===== config.mk =====
export PLATFORM = sky130hd
export DESIGN_NAME = axi_master_req_scheduler
export DESIGN_NICKNAME = d
export VERILOG_FILES = /design/src/rtl/axi_master_req_scheduler_pkg.sv /design/src/rtl/axi_master_req_scheduler_seq_age_compare.sv /design/src/rtl/axi_master_req_scheduler.sv
export SDC_FILE = /design/constraint.sdc
export NUM_CORES = 1
export LEC_CHECK = 0
export ABC_AREA = 1
export CAP_MARGIN = 20
export CORE_MARGIN = 4
export CORE_UTILIZATION = 57
export DETAILED_ROUTE_END_ITERATION = 8
export DONT_BUFFER_PORTS = 1
export PLACE_DENSITY = 0.72
export SYNTH_ARGS = -nofsm -noshare
export SYNTH_HDL_FRONTEND = slang
export SYNTH_SLANG_ARGS = --single-unit

===== constraint.sdc =====
create_clock -name i_clk -period 5.1 [get_ports i_clk]
set_input_delay 1.53 -clock i_clk [delete_from_list [all_inputs] [get_ports i_clk]]
set_output_delay 1.53 -clock i_clk [all_outputs]
set_load 0.05 [all_outputs]

===== src/rtl/axi_master_req_scheduler_pkg.sv =====
// Shared AXI-master definitions: default field widths, starvation limit and
// scheduler FSM state encoding.
package axi_master_req_scheduler_pkg;

  localparam int AXLEN_FIELD_WIDTH_DEFAULT = 8;
  localparam int SEQ_WIDTH_DEFAULT         = 8;
  localparam int STARVE_LIMIT_DEFAULT      = 4;

  typedef enum logic {
    S_IDLE   = 1'b0,
    S_P_DATA = 1'b1
  } sched_state_e;

endpackage


===== src/rtl/axi_master_req_scheduler_seq_age_compare.sv =====
// Wrap-safe arrival-age comparison: np_older is set when the NP tag was issued
// strictly before the posted tag, within half the tag space.
module seq_age_compare
  import axi_master_req_scheduler_pkg::*;
#(
  parameter int SEQ_WIDTH = SEQ_WIDTH_DEFAULT
) (
  input  logic [SEQ_WIDTH-1:0] p_seq,
  input  logic [SEQ_WIDTH-1:0] np_seq,
  output logic                 np_older
);

  logic [SEQ_WIDTH-1:0] diff;

  assign diff     = p_seq - np_seq;
  assign np_older = (diff != '0) && !diff[SEQ_WIDTH-1];

endmodule


===== src/rtl/axi_master_req_scheduler.sv =====
// Schedules posted write bursts and non-posted reads into AXI AW/W/AR FIFOs,
// honouring arrival order with a bounded starvation window for older reads.
module axi_master_req_scheduler
  import axi_master_req_scheduler_pkg::*;
#(
  parameter int AxLEN_FIELD_WIDTH = AXLEN_FIELD_WIDTH_DEFAULT,
  parameter int SEQ_WIDTH         = SEQ_WIDTH_DEFAULT,
  parameter int STARVE_LIMIT      = STARVE_LIMIT_DEFAULT
) (
  input  logic                         i_clk,
  input  logic                         i_n_rst,
  input  logic                         i_p_hdr_valid,
  input  logic [SEQ_WIDTH-1:0]         i_p_seq,
  input  logic [AxLEN_FIELD_WIDTH-1:0] i_p_len,
  output logic                         o_p_hdr_pop,
  input  logic                         i_p_data_valid,
  output logic                         o_p_data_pop,
  input  logic                         i_np_hdr_valid,
  input  logic [SEQ_WIDTH-1:0]         i_np_seq,
  output logic                         o_np_hdr_pop,
  input  logic                         i_aw_fifo_full,
  output logic                         o_aw_fifo_push,
  input  logic                         i_w_fifo_full,
  output logic                         o_w_fifo_push,
  output logic                         o_w_last,
  input  logic                         i_ar_fifo_full,
  output logic                         o_ar_fifo_push,
  output logic                         o_busy
);

  localparam int STARVE_W = (STARVE_LIMIT < 1) ? 1 : $clog2(STARVE_LIMIT + 1);
  localparam int BEAT_W   = AxLEN_FIELD_WIDTH + 1;
  localparam logic [STARVE_W-1:0] STARVE_MAX = STARVE_W'(STARVE_LIMIT);

  sched_state_e         state;
  logic [BEAT_W-1:0]    beat_cnt;
  logic [STARVE_W-1:0]  starve_cnt;
  logic                 np_older;
  logic                 np_eligible;
  logic                 np_sel;
  logic                 p_sel;
  logic                 np_fire;
  logic                 p_fire;
  logic                 beat_fire;

  seq_age_compare #(
    .SEQ_WIDTH (SEQ_WIDTH)
  ) u_age (
    .p_seq    (i_p_seq),
    .np_seq   (i_np_seq),
    .np_older (np_older)
  );

  // An older read only overtakes waiting posted traffic once the starvation
  // window is exhausted; with no posted header it goes straight through.
  assign np_eligible = i_np_hdr_valid && (!i_p_hdr_valid || np_older);
  assign np_sel      = (state == S_IDLE) && np_eligible &&
                       (!i_p_hdr_valid || starve_cnt == STARVE_MAX);
  assign p_sel       = (state == S_IDLE) && !np_sel && i_p_hdr_valid;

  assign np_fire   = i_n_rst && np_sel && !i_ar_fifo_full;
  assign p_fire    = i_n_rst && p_sel && !i_aw_fifo_full;
  assign beat_fire = i_n_rst && (state == S_P_DATA) && i_p_data_valid && !i_w_fifo_full;

  assign o_ar_fifo_push = np_fire;
  assign o_np_hdr_pop   = np_fire;
  assign o_aw_fifo_push = p_fire;
  assign o_p_hdr_pop    = p_fire;
  assign o_w_fifo_push  = beat_fire;
  assign o_p_data_pop   = beat_fire;
  assign o_w_last       = beat_fire && (beat_cnt == BEAT_W'(1));

  always_ff @(posedge i_clk or negedge i_n_rst) begin
    if (!i_n_rst) begin
      state      <= S_IDLE;
      beat_cnt   <= '0;
      starve_cnt <= '0;
      o_busy     <= 1'b0;
    end else begin
      case (state)
        S_IDLE: begin
          if (p_fire) begin
            state    <= S_P_DATA;
            o_busy   <= 1'b1;
            beat_cnt <= BEAT_W'(i_p_len) + BEAT_W'(1);
          end
        end
        S_P_DATA: begin
          if (beat_fire) begin
            beat_cnt <= beat_cnt - BEAT_W'(1);
            if (beat_cnt == BEAT_W'(1)) begin
              state  <= S_IDLE;
              o_busy <= 1'b0;
            end
          end
        end
      endcase

      if (!i_np_hdr_valid || np_fire) begin
        starve_cnt <= '0;
      end else if (p_fire && np_eligible && starve_cnt != STARVE_MAX) begin
        starve_cnt <= starve_cnt + STARVE_W'(1);
      end
    end
  end

endmodule

# Yosys cells after proc, flatten, opt, wreduce, memory -nomap -nowiden
# Cells that the tools add are included.
[word_totals] ramBits=0 in_bits=32 word_cells=58 reg_bits=14 output_inout_bits=8 mem_bits_ro=0 latch_bits=0 n_memories=0
[op_classes] order_cmp=0 n_div=0 multipliers=0 addsub=4 reduce_logical=30 bitwise_logic=1 n_eq_ne=6 mux=13 n_shift=0
[ops] operator="$mux W9" n=2
[ops] operator="$pmux W9 S2" n=1
[ops] operator="$logic_and A1 B1 Y1" n=16
[ops] operator="$add A8 B1 Y9 const B" n=1
[ops] operator="$eq A9 B1 Y1 const B" n=1
[ops] operator="$sub A9 B1 Y9 const B" n=1
[ops] operator="$reduce_bool A8 Y1" n=1
[ops] operator="$sub A8 B8 Y8" n=1
[ops] operator="$logic_not A1 Y1" n=7
[ops] operator="$mux W1" n=6
[ops] operator="$mux W3" n=2
[ops] operator="$ne A2 B1 Y1 const B" n=2
[ops] operator="$pmux W1 S2" n=2
[ops] operator="$add A3 B1 Y3 const B" n=1
[ops] operator="$eq A3 B3 Y1 const B" n=1
[ops] operator="$logic_or A1 B1 Y1" n=3
[ops] operator="$ne A3 B3 Y1 const B" n=1
[ops] operator="$reduce_and A3 Y1" n=1
[ops] operator="$ne A2 B2 Y1 const B" n=1
[ops] operator="$reduce_and A2 Y1" n=1
[ops] operator="$reduce_bool A2 Y1" n=1
[ops] operator="$not A1 Y1" n=1

# Logic depth before layout (Yosys ltp)
# Gate-level depths: netlist of the first run.
[logic_depth] word_depth=16 mapped_depth=19 depth_no_buf=18

# By module
# From an unflattened synthesis of the first run, not the netlist that was laid out.
[hier_totals] hier_cells=254 hier_area_um2=1536.5
[modules_own_cells] mod="axi_master_req_scheduler" cells_each=176 area_per_inst_um2=1121.1 n_inst=1
[modules_own_cells] mod="seq_age_compare" cells_each=78 area_per_inst_um2=415.4 n_inst=1

# Least setup slack after synthesis of the first run
# Ideal clock, no wire load.
[synth_path] path_type="input port to output port" start="input i_w_fifo_full" end="output o_w_last" stages=3 t_arrival_ns=4.784 t_required_ns=3.570 setup_slack_ns=-1.214 cell_sequence="nor4_1 > inv_1 > nor3_1"
[synth_via] elab_chain_len=3
[synth_lines] element="start, declared" line_no="axi_master_req_scheduler.sv:23" rtl="input logic i_w_fifo_full,"
[synth_lines] element="$logic_not A1 Y1" line_no="axi_master_req_scheduler.sv:63" rtl="assign beat_fire = i_n_rst && (state == S_P_DATA) && i_p_data_valid && !i_w_fifo_full;"
[synth_lines] element="$logic_and A1 B1 Y1" line_no="axi_master_req_scheduler.sv:63"
[synth_lines] element="$logic_and A1 B1 Y1" line_no="axi_master_req_scheduler.sv:71" rtl="assign o_w_last = beat_fire && (beat_cnt == BEAT_W'(1));"
[synth_lines] element="end, declared" line_no="axi_master_req_scheduler.sv:25" rtl="output logic o_w_last,"
# Every way passes these cells.

# Final worst setup path of the first run
[layout_path] start="input i_p_seq[0]" end="output o_aw_fifo_push"
[layout_via] elab_chain_len=12 elab_cells_between_ends=13 cone_classes="add/sub: 1; reduce/logical: 12"
[layout_lines] element="start, declared" line_no="axi_master_req_scheduler.sv:13" rtl="input logic [SEQ_WIDTH-1:0] i_p_seq,"
[layout_lines] element="$sub A8 B8 Y8 (*)" line_no="axi_master_req_scheduler_seq_age_compare.sv:15" rtl="assign diff = p_seq - np_seq;"
[layout_lines] element="$reduce_bool A8 Y1 or $logic_not A1 Y1 (tied branches)" line_no="axi_master_req_scheduler_seq_age_compare.sv:16" rtl="assign np_older = (diff != '0) && !diff[SEQ_WIDTH-1];"
[layout_lines] element="$logic_and A1 B1 Y1 (*)" line_no="axi_master_req_scheduler_seq_age_compare.sv:16"
[layout_lines] element="$logic_or A1 B1 Y1 (*)" line_no="axi_master_req_scheduler.sv:56" rtl="assign np_eligible = i_np_hdr_valid && (!i_p_hdr_valid || np_older);"
[layout_lines] element="$logic_and A1 B1 Y1 (*)" line_no="axi_master_req_scheduler.sv:56"
[layout_lines] element="$logic_and A1 B1 Y1 (*) (2 in a row)" line_no="axi_master_req_scheduler.sv:57" rtl="assign np_sel = (state == S_IDLE) && np_eligible &&"
[layout_lines] element="$logic_not A1 Y1 (*)" line_no="axi_master_req_scheduler.sv:59" rtl="assign p_sel = (state == S_IDLE) && !np_sel && i_p_hdr_valid;"
[layout_lines] element="$logic_and A1 B1 Y1 (*) (2 in a row)" line_no="axi_master_req_scheduler.sv:59"
[layout_lines] element="$logic_and A1 B1 Y1 (*) (2 in a row)" line_no="axi_master_req_scheduler.sv:62" rtl="assign p_fire = i_n_rst && p_sel && !i_aw_fifo_full;"
[layout_lines] element="end, declared" line_no="axi_master_req_scheduler.sv:22" rtl="output logic o_aw_fifo_push,"
# Mark *: on every way between the ends. The rest lies on a longest branch, timed or not.

==> results.yml, run 1 <==
worst_setup_path:
  crit_chain: "inv_1 > ha_1 > fa_1 > inv_1 > nand2_1 > nand2_1 > nand2_1 > nand2_1 > nand3_1 > nor2_1 > nand3_1 > nand2_1 > nand2_2 > nand3_2 > nand2_4 > inv_1 > buf_12"
  slowest_stage: "fa_1"
  cp_common_cell: "nand2_1"
  worst_ep_arrival_time_ns: 3.37
  criticalPathCategory: "in -> out"
  cp-start-kind: "input pin"
  rr_worst_depth: 7
  cp_max_fo: 5
  cpPeakStageDelay_ns: 0.39
  path_depth: 17
  cp.required_ns: 3.57
  critPathBufInv: 4
  crit_path_end_kind: "primary output"
  cpLargestDelayFamily: "simple AND/OR/NAND/NOR gates"
grt:
  grt_max_degree: 18
  grt_pass1_wl_mm: 5.43
  grtUsageTotal: 0.193
  grt_overflow_total: 0
  grt_pass1_vias: 1374
  antenna_found_initial: 0
timing:
  clock_skew_ns: 0.00835
  worstMarginPinSlew_ns: 0.479
  drv_slew: 0
  holdWs_ns: 0.551
  maxSlewHeadroom: 0.681
  hold_violations: 0
  setup_viol: 0
  fin_crit_sh: 0.961
  fmax_ghz: 0.204
  rsz0062_at_grt: "no"
  finalCriticalPeriod_ns: 4.90
pwr:
  power.switching_mw: 0.274
  p_clk_frac: 0.136
  p_comb_frac: 0.526
  p_int_mw: 0.316
  switching_share: 0.464
  power_mw: 0.590
  leakage_nw: 0.893
  power_frac_seq: 0.338
  irDropWorstVdd_mv: 0.297
  p_per_area_nw_per_um2: 364
drt:
  first_pass_iters: 4
  wirelength_mm: 3.02
  wire_per_inst_um: 11.6
  vias: 1386
  viasPerCell: 5.33
  drtAntennaViolNets: 0
  drc: 0
  first_iter_violations: 53
logic_synthesis:
  ys_types: 27
  syn_nets: 273
  ys_ff_latch: 14
  syn_avg_cell_area_um2: 6.61
  synth_mux_area_frac: 0
  synth_xor_area_frac: 0.0523
  synthesis.area_um2: 1510
  yosysSeqAreaShare: 0.233
  netlist_instances: 228
  synthSimpleGateAreaFrac: 0.353
  synth_top_family_by_area: "simple AND/OR/NAND/NOR gates"
  yosysWarnings: 0
  synthAdderAreaFrac: 0.113
  synth_compound_area_frac: 0.115
outcome:
  outcome: "complete, no violations"
finish:
  num_antenna_cells: 0
  ff_latch_area_um2: 350
  final.fill_count: 227
  final_util: 0.649
  drive_above_1_share: 0.126
  fin_area_um2: 1620
  multi_input_area_um2: 985
  finalNetCount: 276
  syn_to_final_growth_pct: 7.64
floorplan:
  dieArea_um2: 3530
  core_area_um2: 2500
  pin_count: 40
  die_w_um: 59.4
  dieHeight_um: 59.4
  start_util: 0.603
  rows: 18
placement:
  post_dp_cell_area_um2: 1590
  dp_hpwl_mm: 2.56
  port_buffers: 0
  gp_congestion: 0.859
clock_network:
  cts-resized-gates: 0
  cts_buffers: 3
  clock-sinks: 14
  cts_tree: "yes"
  cts_setup_buffers: 0
  clk_path_buf_depth: 2
  clock_latency_ns: 0.28
  clk_pin_slew_ns: 0.09
  cts_hold_buf: 0
  ctsHtreeMaxLevel: 1
  root_buffer: "clkbuf_4"
flow_run:
  cap_violations: 0
worst_hold_path:
  hold_depth: 2
  min_path_type: "reg -> reg"
## path summary, 6_finish.rpt
| path | start | to | slack (ns) |
|---|---|---|---|
| worst min register to register | starve_cnt[0]$_DFFE_PN0P_ | starve_cnt[0]$_DFFE_PN0P_ | 0.55 |
| worst min-delay path | starve_cnt[0]$_DFFE_PN0P_ | starve_cnt[0]$_DFFE_PN0P_ | 0.55 |
| min in group asynchronous | i_n_rst | starve_cnt[1]$_DFFE_PN0P_ | 0.93 |
| max in group asynchronous | i_n_rst | beat_cnt[0]$_DFFE_PN0P_ | 4.09 |
| worst max-delay path | i_p_seq[0] | o_aw_fifo_push | 0.20 |
| worst max register to register | state$_DFF_PN0_ | starve_cnt[0]$_DFFE_PN0P_ | 3.10 |
## flip-flops by register name, indices dropped and copies added (netlist names)
register	flops
starve_cnt	3
beat_cnt	9
state	1
o_busy	1
## layer usage
metal | routed length, um | GRT usage | vias up
li1 | - | - | 726
met4 | 31 | 0.0324 | 0
met5 | 0 | 0 | -
met3 | 240 | 0.0479 | 6
met1 | 1350 | 0.255 | 611
met2 | 1400 | 0.323 | 43
## cell families after synthesis
group	count (synthesis)
flip-flops	14
XOR/XNOR	9
AO/OA/AOI/OAI	26
buffers and inverters	48
AND/OR/NAND/NOR	118
adder cells (fa/ha/maj)	13
## metrics by stage
step	worst slack, ns	std cells	setup TNS [ns]
6_report	0.198	260	0
5_1_grt	0.0469	260	0
4_1_cts	0.200	260	0
3_5_place_dp	0.206	256	0
3_3_place_gp	0.260	256	0
2_1_floorplan	-0.0520	228	-0.0520
## tightest hold or removal path, cell delays in order, from the launching register on
cell and delay (ns):
dfrtp_1 0.38, nand3_1 0.08, nand2_1 0.06
## cell type report
cell class              count  area share
flip-flops and latches     14       0.216
well taps                  30      0.0231
repair buffers              4      0.0340
multi-input cells         166       0.607
clock buffers               4      0.0224
inverters                  42      0.0972
## Yosys cell counts (all sizes together)
| master | number | area, um^2 |
|---|---|---|
| nor2 | 18 | 67.6 |
| xor2 | 8 | 70.1 |
| a21oi | 4 | 23.8 |
| a31oi | 2 | 12.5 |
| nor3 | 4 | 20.0 |
| nand4 | 4 | 25.0 |
| nor4 | 3 | 18.8 |
| or2 | 2 | 15.0 |
| dfrtp | 14 | 350 |
| o21ai | 18 | 120 |
| nand2 | 66 | 270 |
| a2bb2oi | 1 | 8.76 |
| fa | 1 | 20.0 |
| a21o | 1 | 7.51 |
| ha | 12 | 150 |
| inv | 42 | 158 |
| buf | 4 | 37.5 |
| xnor2 | 1 | 8.76 |
| nand3 | 21 | 115 |
| clkbuf | 2 | 7.51 |
## cell usage in the layout (no fill, tap or decap), types with 2 or more instances in the layout
cell type | Yosys | layout
nand2_4 | 2 | 2
a31oi_1 | 2 | 2
ha_1 | 12 | 12
nand3_1 | 19 | 19
a21oi_1 | 3 | 3
buf_4 | 3 | 2
nand4_1 | 4 | 4
nor4_1 | 3 | 2
buf_12 | 0 | 2
xor2_1 | 8 | 8
nand2_1 | 61 | 61
dfrtp_1 | 14 | 14
clkbuf_4 | 0 | 3
o21ai_2 | 8 | 8
o21ai_0 | 10 | 10
nor3_1 | 4 | 2
nor2_1 | 18 | 18
inv_1 | 42 | 42
nand3_2 | 2 | 2
nand2_2 | 3 | 3
## power groups by stage
stage	Clock, mW	Sequential (mW)	Combinational (mW)
after floorplan	0	0.186	0.270
after global placement	0	0.200	0.296
after detailed placement	0	0.200	0.311
after CTS	0.0807	0.199	0.312
after global routing	0.0839	0.206	0.361
final	0.0801	0.200	0.310
(Power assumes the default switching activity.)
==> run 2, diff against run 1 <==
--- a/config.mk
+++ b/config.mk
@@ -12,6 +12,7 @@
 export DETAILED_ROUTE_END_ITERATION = 8
 export DONT_BUFFER_PORTS = 1
 export PLACE_DENSITY = 0.72
+export SETUP_SLACK_MARGIN = 0.05
 export SYNTH_ARGS = -nofsm -noshare
 export SYNTH_HDL_FRONTEND = slang
 export SYNTH_SLANG_ARGS = --single-unit
==> results.yml, run 2 (synthesis results as in run 1) <==
timing:
  fin_setup_tns_ns: 0
  clock_skew_ns: 0.00164
  setup_viol: 0
  drv_slew: 0
  maxSlewHeadroom: 0.686
  fin_crit_sh: 0.961
  finalCriticalPeriod_ns: 4.90
  fmax_ghz: 0.204
  rsz0062_at_grt: "no"
  hold_violations: 0
  worstMarginPinSlew_ns: 0.471
floorplan:
  pin_count: 40
  start_util: 0.603
  dieArea_um2: 3530
  core_area_um2: 2500
  rows: 18
  dieHeight_um: 59.4
  die_w_um: 59.4
clock_network:
  clk_pin_slew_ns: 0.08
  cts_tree: "yes"
  ctsHtreeMaxLevel: 1
  clock-sinks: 14
  clock_latency_ns: 0.28
  root_buffer: "clkbuf_4"
  cts_hold_buf: 0
  cts_buffers: 3
  clk_path_buf_depth: 2
  cts-resized-gates: 0
  cts_setup_buffers: 0
finish:
  largest-register: "beat_cnt"
  final.fill_count: 238
  syn_to_final_growth_pct: 8.14
  drive_above_1_share: 0.130
  num_antenna_cells: 0
  finalNetCount: 276
  layout_commonest_cell: "nand2_1"
  fin_area_um2: 1630
  top_regs: "beat_cnt: 9 flops, starve_cnt: 3 flops"
  largest_reg_flops: 9
  layout_common_cells: "nand2_1 (61), inv_1 (41), nand3_1 (19)"
worst_setup_path:
  cp_max_fo: 5
  cp.required_ns: 3.57
  criticalPathCategory: "in -> out"
  crit_path_end_kind: "primary output"
  worst_ep_arrival_time_ns: 3.37
  cp-start-kind: "input pin"
grt:
  grt_pass1_vias: 1345
  grt_pass1_wl_mm: 5.28
  grt_overflow_total: 0
  antenna_found_initial: 0
  grt_max_degree: 18
  grtUsageTotal: 0.192
outcome:
  outcome: "complete, no violations"
flow_run:
  cap_violations: 0
worst_hold_path:
  min_path_type: "reg -> reg"
pwr:
  p_per_area_nw_per_um2: 361
  irDropWorstVdd_mv: 0.349
  leakage_nw: 0.892
drt:
  vias: 1380
  first_iter_violations: 72
  wirelength_mm: 3.01
  first_pass_iters: 4
  viasPerCell: 5.31
  wire_per_inst_um: 11.6
  drtAntennaViolNets: 0
  drc: 0
placement:
  post_dp_cell_area_um2: 1590
  port_buffers: 0
  dp_hpwl_mm: 2.49
  gp_congestion: 0.834
==> run 2: cell counts in the layout (fill, tap and decap cells not counted) <==
Identical to the previous run, type by type.
==> run 2: worst paths after layout <==
kind / startpoint / endpoint / slack, ns / cells after the start
setup / recovery: i_p_seq[0] / o_p_hdr_pop / 0.20 / 17
hold / removal: starve_cnt[1]$_DFFE_PN0P_ / starve_cnt[1]$_DFFE_PN0P_ / 0.55 / 2
setup reg to reg: state$_DFF_PN0_ / starve_cnt[2]$_DFFE_PN0P_ / 3.10 / 7
hold reg to reg: starve_cnt[1]$_DFFE_PN0P_ / starve_cnt[1]$_DFFE_PN0P_ / 0.55 / 2
max in group asynchronous: i_n_rst / beat_cnt[4]$_DFFE_PN0P_ / 4.09 / 0
min in group asynchronous: i_n_rst / starve_cnt[0]$_DFFE_PN0P_ / 0.94 / 0
==> run 2: per-stage QoR <==
step,power [mW],cells,hold slack (ns),util,worst slack (ns)
finish,0.588,260,0.548,0.652,0.200
global route,0.649,260,0.588,0.652,0.0821
CTS,0.592,260,0.553,0.652,0.181
detailed placement,0.511,256,0.533,0.637,0.207
global placement,0.498,256,0.517,0.637,0.266
floorplan,0.459,228,0.495,-,0.0419
==> run 2: power by group <==
| group | switching, mW | total (mW) | internal [mW] |
|---|---|---|---|
| sequential | 0.0493 | 0.200 | 0.150 |
| clock | 0.0355 | 0.0789 | 0.0434 |
| combinational | 0.188 | 0.310 | 0.122 |
==> run 2: critical path, cell delays in order <==
cell     delay [ns]
inv_1          0.02
ha_1           0.20
fa_1           0.40
inv_1          0.11
nand2_1        0.05
nand2_1        0.07
nand2_1        0.06
nand2_1        0.06
nand3_1        0.07
nor2_1         0.11
nand3_1        0.08
nand2_1        0.08
nand2_2        0.08
nand3_4        0.09
nand2_4        0.08
inv_2          0.09
buf_12         0.17
==> run 2: metal layers <==
| metal | global-route usage | vias to the layer above | routed length, um |
|---|---|---|---|
| li1 | - | 720 | - |
| met1 | 0.239 | 621 | 1390 |
| met2 | 0.317 | 37 | 1380 |
| met3 | 0.0632 | 2 | 223 |
| met4 | 0.0485 | 0 | 9 |
| met5 | 0 | - | 0 |
==> run 2: final cells by class <==
type                       count  area (um^2)  area share
multi-input combinational    166          992       0.609
timing repair buffer           4         55.1      0.0338
clock buffer                   4         36.3      0.0223
tap                           30         37.5      0.0230
sequential                    14          350       0.215
inverter                      42          158      0.0968
==> run 3, diff against run 2 <==
--- a/config.mk
+++ b/config.mk
@@ -13,6 +13,7 @@
 export DONT_BUFFER_PORTS = 1
 export PLACE_DENSITY = 0.72
 export SETUP_SLACK_MARGIN = 0.05
+export SLEW_MARGIN = 5
 export SYNTH_ARGS = -nofsm -noshare
 export SYNTH_HDL_FRONTEND = slang
 export SYNTH_SLANG_ARGS = --single-unit
==> results of run 3 <==
Final layout, timing and power as in run 2 (identical DEF).
